===== src/rtl/rf_ctrl_fsm_if.sv =====
// Register-file / datapath control bundle between rf_ctrl_fsm (master) and the
// instruction register plus datapath (slave).
interface rf_ctrl_fsm_if;
  logic        s;
  logic [15:0] ir;
  logic [2:0]  readnum;
  logic [2:0]  writenum;
  logic        write;
  logic        loada;
  logic        loadb;
  logic        loadc;
  logic        loads;
  logic        asel;
  logic        bsel;
  logic [1:0]  vsel;
  logic        w;
  logic        ill;

  modport master (
    input  s, ir,
    output readnum, writenum, write, loada, loadb, loadc, loads,
           asel, bsel, vsel, w, ill
  );

  modport slave (
    output s, ir,
    input  readnum, writenum, write, loada, loadb, loadc, loads,
           asel, bsel, vsel, w, ill
  );
endinterface


===== src/rtl/rf_ctrl_fsm.sv =====
// Multi-cycle controller sequencing MOV imm/reg, ADD, CMP, AND and MVN through
// the register file and datapath; Moore outputs from state plus latched fields.
module rf_ctrl_fsm #(
  parameter logic [1:0] VSEL_C   = 2'b00,
  parameter logic [1:0] VSEL_IMM = 2'b10
) (
  input  logic             clk,
  input  logic             reset_n,
  rf_ctrl_fsm_if.master    bus
);

  typedef enum logic [2:0] {
    ST_WAIT,
    ST_DECODE,
    ST_WRITE_IMM,
    ST_GET_A,
    ST_GET_B,
    ST_ALU,
    ST_WRITE_REG,
    ST_ILLEGAL
  } state_e;

  state_e      state_q, state_d;
  logic [2:0]  opcode_q, opcode_d;
  logic [1:0]  op_q, op_d;
  logic [2:0]  rn_q, rn_d;
  logic [2:0]  rd_q, rd_d;
  logic [2:0]  rm_q, rm_d;

  logic is_cmp;
  logic zero_a;

  assign is_cmp = (opcode_q == 3'b101) && (op_q == 2'b01);
  // MOV reg and MVN pass B through the ALU, so A must be forced to zero.
  assign zero_a = (opcode_q == 3'b110) || ((opcode_q == 3'b101) && (op_q == 2'b11));

  always_ff @(posedge clk or negedge reset_n) begin
    if (!reset_n) begin
      state_q  <= ST_WAIT;
      opcode_q <= '0;
      op_q     <= '0;
      rn_q     <= '0;
      rd_q     <= '0;
      rm_q     <= '0;
    end else begin
      state_q  <= state_d;
      opcode_q <= opcode_d;
      op_q     <= op_d;
      rn_q     <= rn_d;
      rd_q     <= rd_d;
      rm_q     <= rm_d;
    end
  end

  always_comb begin
    state_d  = state_q;
    opcode_d = opcode_q;
    op_d     = op_q;
    rn_d     = rn_q;
    rd_d     = rd_q;
    rm_d     = rm_q;
    case (state_q)
      ST_WAIT: begin
        if (bus.s) begin
          opcode_d = bus.ir[15:13];
          op_d     = bus.ir[12:11];
          rn_d     = bus.ir[10:8];
          rd_d     = bus.ir[7:5];
          rm_d     = bus.ir[2:0];
          state_d  = ST_DECODE;
        end
      end
      ST_DECODE: begin
        case ({opcode_q, op_q})
          5'b110_10:                       state_d = ST_WRITE_IMM;
          5'b110_00:                       state_d = ST_GET_B;
          5'b101_00, 5'b101_01, 5'b101_10: state_d = ST_GET_A;
          5'b101_11:                       state_d = ST_GET_B;
          default:                         state_d = ST_ILLEGAL;
        endcase
      end
      ST_GET_A:     state_d = ST_GET_B;
      ST_GET_B:     state_d = ST_ALU;
      ST_ALU:       state_d = is_cmp ? ST_WAIT : ST_WRITE_REG;
      ST_WRITE_IMM: state_d = ST_WAIT;
      ST_WRITE_REG: state_d = ST_WAIT;
      ST_ILLEGAL:   state_d = ST_WAIT;
      default:      state_d = ST_WAIT;
    endcase
  end

  always_comb begin
    bus.readnum  = '0;
    bus.writenum = '0;
    bus.write    = 1'b0;
    bus.loada    = 1'b0;
    bus.loadb    = 1'b0;
    bus.loadc    = 1'b0;
    bus.loads    = 1'b0;
    bus.asel     = 1'b0;
    bus.bsel     = 1'b0;
    bus.vsel     = VSEL_C;
    bus.w        = 1'b0;
    bus.ill      = 1'b0;
    case (state_q)
      ST_WAIT: bus.w = 1'b1;
      ST_WRITE_IMM: begin
        bus.writenum = rn_q;
        bus.vsel     = VSEL_IMM;
        bus.write    = 1'b1;
      end
      ST_GET_A: begin
        bus.readnum = rn_q;
        bus.loada   = 1'b1;
      end
      ST_GET_B: begin
        bus.readnum = rm_q;
        bus.loadb   = 1'b1;
      end
      ST_ALU: begin
        bus.asel  = zero_a;
        bus.loads = is_cmp;
        bus.loadc = !is_cmp;
      end
      ST_WRITE_REG: begin
        bus.writenum = rd_q;
        bus.vsel     = VSEL_C;
        bus.write    = 1'b1;
      end
      ST_ILLEGAL: bus.ill = 1'b1;
      default: ;
    endcase
  end

endmodule


===== src/flat_wrapper.sv =====
// flat-port wrapper written by rule: the top's interface ports become plain ports
module rf_ctrl_fsm_flat 
#(
  parameter logic [1:0] VSEL_C   = 2'b00,
  parameter logic [1:0] VSEL_IMM = 2'b10
)
  (clk, reset_n, bus_s, bus_ir, bus_readnum, bus_writenum, bus_write, bus_loada, bus_loadb, bus_loadc, bus_loads, bus_asel, bus_bsel, bus_vsel, bus_w, bus_ill);
  rf_ctrl_fsm_if bus_i ();
  input  logic clk;
  input  logic reset_n;
  input wire logic [$bits(bus_i.s)-1:0] bus_s;
  input wire logic [$bits(bus_i.ir)-1:0] bus_ir;
  output wire logic [$bits(bus_i.readnum)-1:0] bus_readnum;
  output wire logic [$bits(bus_i.writenum)-1:0] bus_writenum;
  output wire logic [$bits(bus_i.write)-1:0] bus_write;
  output wire logic [$bits(bus_i.loada)-1:0] bus_loada;
  output wire logic [$bits(bus_i.loadb)-1:0] bus_loadb;
  output wire logic [$bits(bus_i.loadc)-1:0] bus_loadc;
  output wire logic [$bits(bus_i.loads)-1:0] bus_loads;
  output wire logic [$bits(bus_i.asel)-1:0] bus_asel;
  output wire logic [$bits(bus_i.bsel)-1:0] bus_bsel;
  output wire logic [$bits(bus_i.vsel)-1:0] bus_vsel;
  output wire logic [$bits(bus_i.w)-1:0] bus_w;
  output wire logic [$bits(bus_i.ill)-1:0] bus_ill;
  assign bus_i.s = bus_s;
  assign bus_i.ir = bus_ir;
  assign bus_readnum = bus_i.readnum;
  assign bus_writenum = bus_i.writenum;
  assign bus_write = bus_i.write;
  assign bus_loada = bus_i.loada;
  assign bus_loadb = bus_i.loadb;
  assign bus_loadc = bus_i.loadc;
  assign bus_loads = bus_i.loads;
  assign bus_asel = bus_i.asel;
  assign bus_bsel = bus_i.bsel;
  assign bus_vsel = bus_i.vsel;
  assign bus_w = bus_i.w;
  assign bus_ill = bus_i.ill;
  rf_ctrl_fsm #(.VSEL_C(VSEL_C), .VSEL_IMM(VSEL_IMM)) u_core (.clk(clk), .reset_n(reset_n), .bus(bus_i));
endmodule

===== config.mk =====
export PLATFORM = sky130hd
export DESIGN_NAME = rf_ctrl_fsm_flat
export DESIGN_NICKNAME = d
export VERILOG_FILES = /design/src/rtl/rf_ctrl_fsm_if.sv /design/src/rtl/rf_ctrl_fsm.sv /design/src/flat_wrapper.sv
export SDC_FILE = /design/constraint.sdc
export NUM_CORES = 1
export LEC_CHECK = 0
export ABC_AREA = 1
export CAP_MARGIN = 20
export CORE_ASPECT_RATIO = 0.9
export CORE_MARGIN = 3
export CORE_UTILIZATION = 40
export CTS_CLUSTER_SIZE = 12
export DETAILED_ROUTE_END_ITERATION = 10
export DONT_BUFFER_PORTS = 1
export GPL_TIMING_DRIVEN = 0
export PLACE_DENSITY = 0.54
export SYNTH_ARGS = -nofsm -noshare
export SYNTH_HDL_FRONTEND = slang
export SYNTH_SLANG_ARGS = --single-unit

===== constraint.sdc =====
create_clock -name clk -period 3.6 [get_ports clk]
set_clock_uncertainty 0.2 [all_clocks]
set_input_delay 0.36 -clock clk [delete_from_list [all_inputs] [get_ports clk]]
set_output_delay 0.36 -clock clk [all_outputs]
set_load 0.05 [all_outputs]

# After elaboration in Yosys (flattened, before gate mapping)
# Cells that the tools add are included.
[totals]
ff_bits = 17
inputBits = 19
out_inout_bits = 17
[op_classes]
eq_ne = 18
n_mux = 15
n_reduce_logical = 10
[op_table]
columns = ["cell", "count"]
rows = [
  ["$eq A5 B5 Y1 const B", 6],
  ["$eq A3 B3 Y1 const B", 6],
  ["$pmux W3 S6", 1],
  ["$pmux W3 S2", 2],
  ["$pmux W3 S3", 1],
  ["$mux W1", 8],
  ["$eq A3 B2 Y1 const B", 2],
  ["$mux W3", 2],
  ["$reduce_or A3 Y1", 2],
  ["$reduce_or A2 Y1", 2],
  ["$eq A3 B1 Y1 const B", 1],
  ["$logic_not A3 Y1", 1],
  ["$eq A2 B1 Y1 const B", 1],
  ["$eq A2 B2 Y1 const B", 1],
  ["$logic_and A1 B1 Y1", 2],
  ["$mux W2", 1],
  ["$ne A2 B2 Y1 const B", 1],
  ["$reduce_and A2 Y1", 1],
  ["$logic_not A1 Y1", 1],
  ["$logic_or A1 B1 Y1", 1],
]

# Depth between registers and ports, before layout
[logic_depth]
ltp_word = 4
ltp_mapped = 7
mapped_depth_nobuf = 7

# Worst setup path after synthesis
# No wires, ideal clock.
[synth_timing]
kind = "register to output"
startpoint = "register u_core.state_q[2]"
endpoint = "output bus_readnum[0]"
t_arrival_ns = 2.523
setup_slack_ns = 0.517
stages_incl_launch_ff = 5
cell_sequence = "dfrtp_1 -> buf_4 -> nor3_2 -> inv_1 -> o21ai_0"
[synth_via]
elab_chain_len = 2
word_cells_on_any_way = 3
cone_classes = "eq/ne: 2; mux: 1"
[synth_lines]
columns = ["item", "line_no", "source"]
rows = [
  ["from (decl)", "rf_ctrl_fsm.sv:23", "state_e state_q, state_d;"],
  ["from (signal assigned)", "rf_ctrl_fsm.sv:46", "state_q <= state_d;"],
  ["$eq A3 B3 Y1 or $eq A3 B2 Y1 (tied branches)", "rf_ctrl_fsm.sv:105", "case (state_q)"],
  ["$pmux W3 S2 (*)", "rf_ctrl_fsm.sv:105", ""],
  ["to (decl)", "flat_wrapper.sv:13", "output wire logic [$bits(bus_i.readnum)-1:0] bus_readnum;"],
]
# Mark *: on every way between the ends. The rest lies on a longest branch, timed or not.

# Worst setup path in the final report
[layout_timing]
startpoint = "register u_core.state_q[2]"
endpoint = "output bus_readnum[1]"
# The elaborated chain is that of the path after synthesis.

==> results.txt <==
Rows - 16
Drt pass-1 iters - 4
Arr. time, crit path - 2.68 ns
Area after DPL - 1030 µm²
WHS - 0.01744 ns
Final hold violation count - 0
Clk pin slew, worst setup/hold paths - 0.10 ns
Setup violators final - 0
VDD IR max - 0.5130 mV
Crit-path max FO - 8
TNS Setup - 0 ns
Routed len/inst - 13.19 µm
CTS buffer count - 3
# port buffers - 0
Antenna Nets Post-Route - 0
Clock root cell - clkbuf_4
Post-DP HPWL - 1.511 mm
Crit path required time - 3.04 ns
Fillers - 214
Fin crit share - 0.8998
Die height - 53.13 µm
Cts repair resizes - 0
Final Routed Wirelength - 1.992 mm
Register area share after synthesis - 0.4309
Longest Clk Path Bufs - 2
Post-synthesis register bit count - 17
Most frequent cell after synthesis - dfrtp_1
WP buf/inv - 2
Max-slew headroom at the worst pin - 0.3074
Area Growth Syn to Fin - 22.43%
Mapped Area - 987.2 µm²
Die footprint - 3101 µm²
Gr usage total - 0.1450
Total number of H-tree levels - 1
DRC Markers - 0
Core region area - 2262 µm²
Yosys synthesis warning count - 0
Clock Sinks - 17
Yosys top cell by area - dfrtp_1
Number of synthesized flops with an enable pin - 0
Layout cells sized above 1 - 0.2984
Library cells used by synthesis - 22
Worst min path class - in2reg
Synth Flop Type - dfrtp_1
IO Pins - 36
Via count - 740
Gpl congestion - 0.8134
Grt total ovfl - 0
Synth top area share - 0.4309
LEAKAGE - 0.5790 nW
Startpoint Class - flop
Starting Density - 0.4364
Post-Syn Instances - 103
Most area-consuming cells after synthesis - dfrtp_1, mux2_4, nand2_1
Max-Cap Viols - 0
Asr flop ratio synth - 1.000
Antenna diode count - 0
Post-CTS setup buffers - 0
CP delay by family, top - simple AND/OR/NAND/NOR gates
Fmax achieved - 308.7 MHz
Vias in the first global route - 714
Critical path cell sequence - buf_4, nor3_2, inv_1, o21ai_1
Clk_lat worst skew - 0.29 ns
Setup Crit Path Kind - reg2out
Max incr delay on CP - 0.82 ns
Synth cell count leaders - dfrtp_1, nand2_1, inv_1
Crit-path slowest cell - nor3_2
CTS tree - done
CP Capture Type - output pin
First-pass GRT wire length - 3.256 mm
Via density - 4.901
Outcome - finished, final reports clean
Initial DRC Count - 11
Final nets - 144
Number of antenna violations at the first check in global routing - 0
Pin count of the biggest net entering global routing - 18
Max-slew violations - 0
Pwr dens - 946.3 nW/µm²
Slew @ Worst Pin - 1.042 ns
Design area - 1209 µm²
Die X - 58.37 µm
Minimum clock period - 3.239 ns
RSZ-0062 raised after global routing - false
Synth Area per Inst - 9.584 µm²
Cts hold-fix bufs - 8
## sequential cells by signal, summed over array words and instances (netlist names)
register / cells
u_core.rd_q: 3
u_core.opcode_q: 3
u_core.rm_q: 3
u_core.op_q: 2
u_core.state_q: 3
u_core.rn_q: 3
## report_power, final
| part | total (W) | leakage [nW] | switching (W) | internal [W] |
|---|---|---|---|---|
| sequential | 0.000354 | 0.196 | 0.0000687 | 0.000286 |
| combinational | 0.000688 | 0.365 | 0.000468 | 0.000219 |
| clock | 0.000102 | 0.0177 | 0.0000606 | 0.0000413 |
| total | 0.00114 | 0.579 | 0.000598 | 0.000546 |
## cell type report
type                            count  area, µm²  area share
Multi-Input combinational cell     68      480.5      0.3975
Sequential cell                    17      425.4      0.3520
Timing Repair Buffer               16      151.4      0.1253
Inverter                           15      56.30     0.04658
Buffer                              4      33.78     0.02795
Tap cell                           27      33.78     0.02795
Clock buffer                        3      22.52     0.01863
Clock inverter                      1      5.005    0.004141
## per-layer routing
layer / global-route usage / wire length [µm] / vias up
met5: 0 / 0 / -
met4: 0.03475 / 12 / 0
met3: 0.07073 / 179 / 2
met2: 0.2361 / 874 / 24
met1: 0.1707 / 925 / 342
li1: - / - / 372
## cell usage in the layout, fill, tap and decap left out, drive strengths merged
| cell type | n |
|---|---|
| o31ai | 1 |
| mux2 | 9 |
| inv | 15 |
| dlygate4sd3 | 14 |
| clkbuf | 4 |
| nor2 | 15 |
| nand2 | 14 |
| o21ai | 7 |
| buf | 5 |
| nor3 | 6 |
| nand3 | 4 |
| clkinv | 1 |
| conb | 2 |
| dfrtp | 17 |
| nand3b | 2 |
| a21oi | 7 |
| o21bai | 1 |
## stage by stage
step	total power (W)	utilization	setup slack (ns)	std cells
6_report	0.001144	0.5343	0.3607	151
4_1_cts	0.001139	0.5028	0.3319	143
5_1_grt	0.001228	0.5343	0.1949	151
2_1_floorplan	0.0009354	-	0.5166	104
3_5_place_dp	0.001023	0.4552	0.6704	131
3_3_place_gp	0.001005	0.4530	0.3155	131
## path summary, 6_finish.rpt
path | startpoint | to | slack [ns] | cells past startpoint
min in group asynchronous | reset_n | u_core.rd_q[0]$_DFFE_PN0P_ | 0.38 | 1
max reg2reg | u_core.state_q[2]$_DFFE_PN0P_ | u_core.state_q[2]$_DFFE_PN0P_ | 1.67 | 4
min | bus_ir[8] | u_core.rn_q[0]$_DFFE_PN0P_ | 0.02 | 2
min reg2reg | u_core.rd_q[2]$_DFFE_PN0P_ | u_core.rd_q[2]$_DFFE_PN0P_ | 0.32 | 1
max in group asynchronous | reset_n | u_core.state_q[1]$_DFFE_PN0P_ | 2.33 | 1
max | u_core.state_q[2]$_DFFE_PN0P_ | bus_readnum[1] | 0.36 | 4
## logic make-up after synthesis
logic type	share of synthesized area
other	0.003799
DFF	0.4309
and+or+nand+nor	0.2319
AOI/OAI and AO/OA	0.1052
buffers and inverters	0.09125
muxes	0.1369
## worst register-to-register path: cells and delay by family, from the launching register on
family,cells,cell delay [ns]
buffers and inverters,1,0.18
AO/OA/AOI/OAI,1,0.12
flip-flops,1,0.38
AND/OR/NAND/NOR,2,0.96
(Power assumes the default switching activity.)
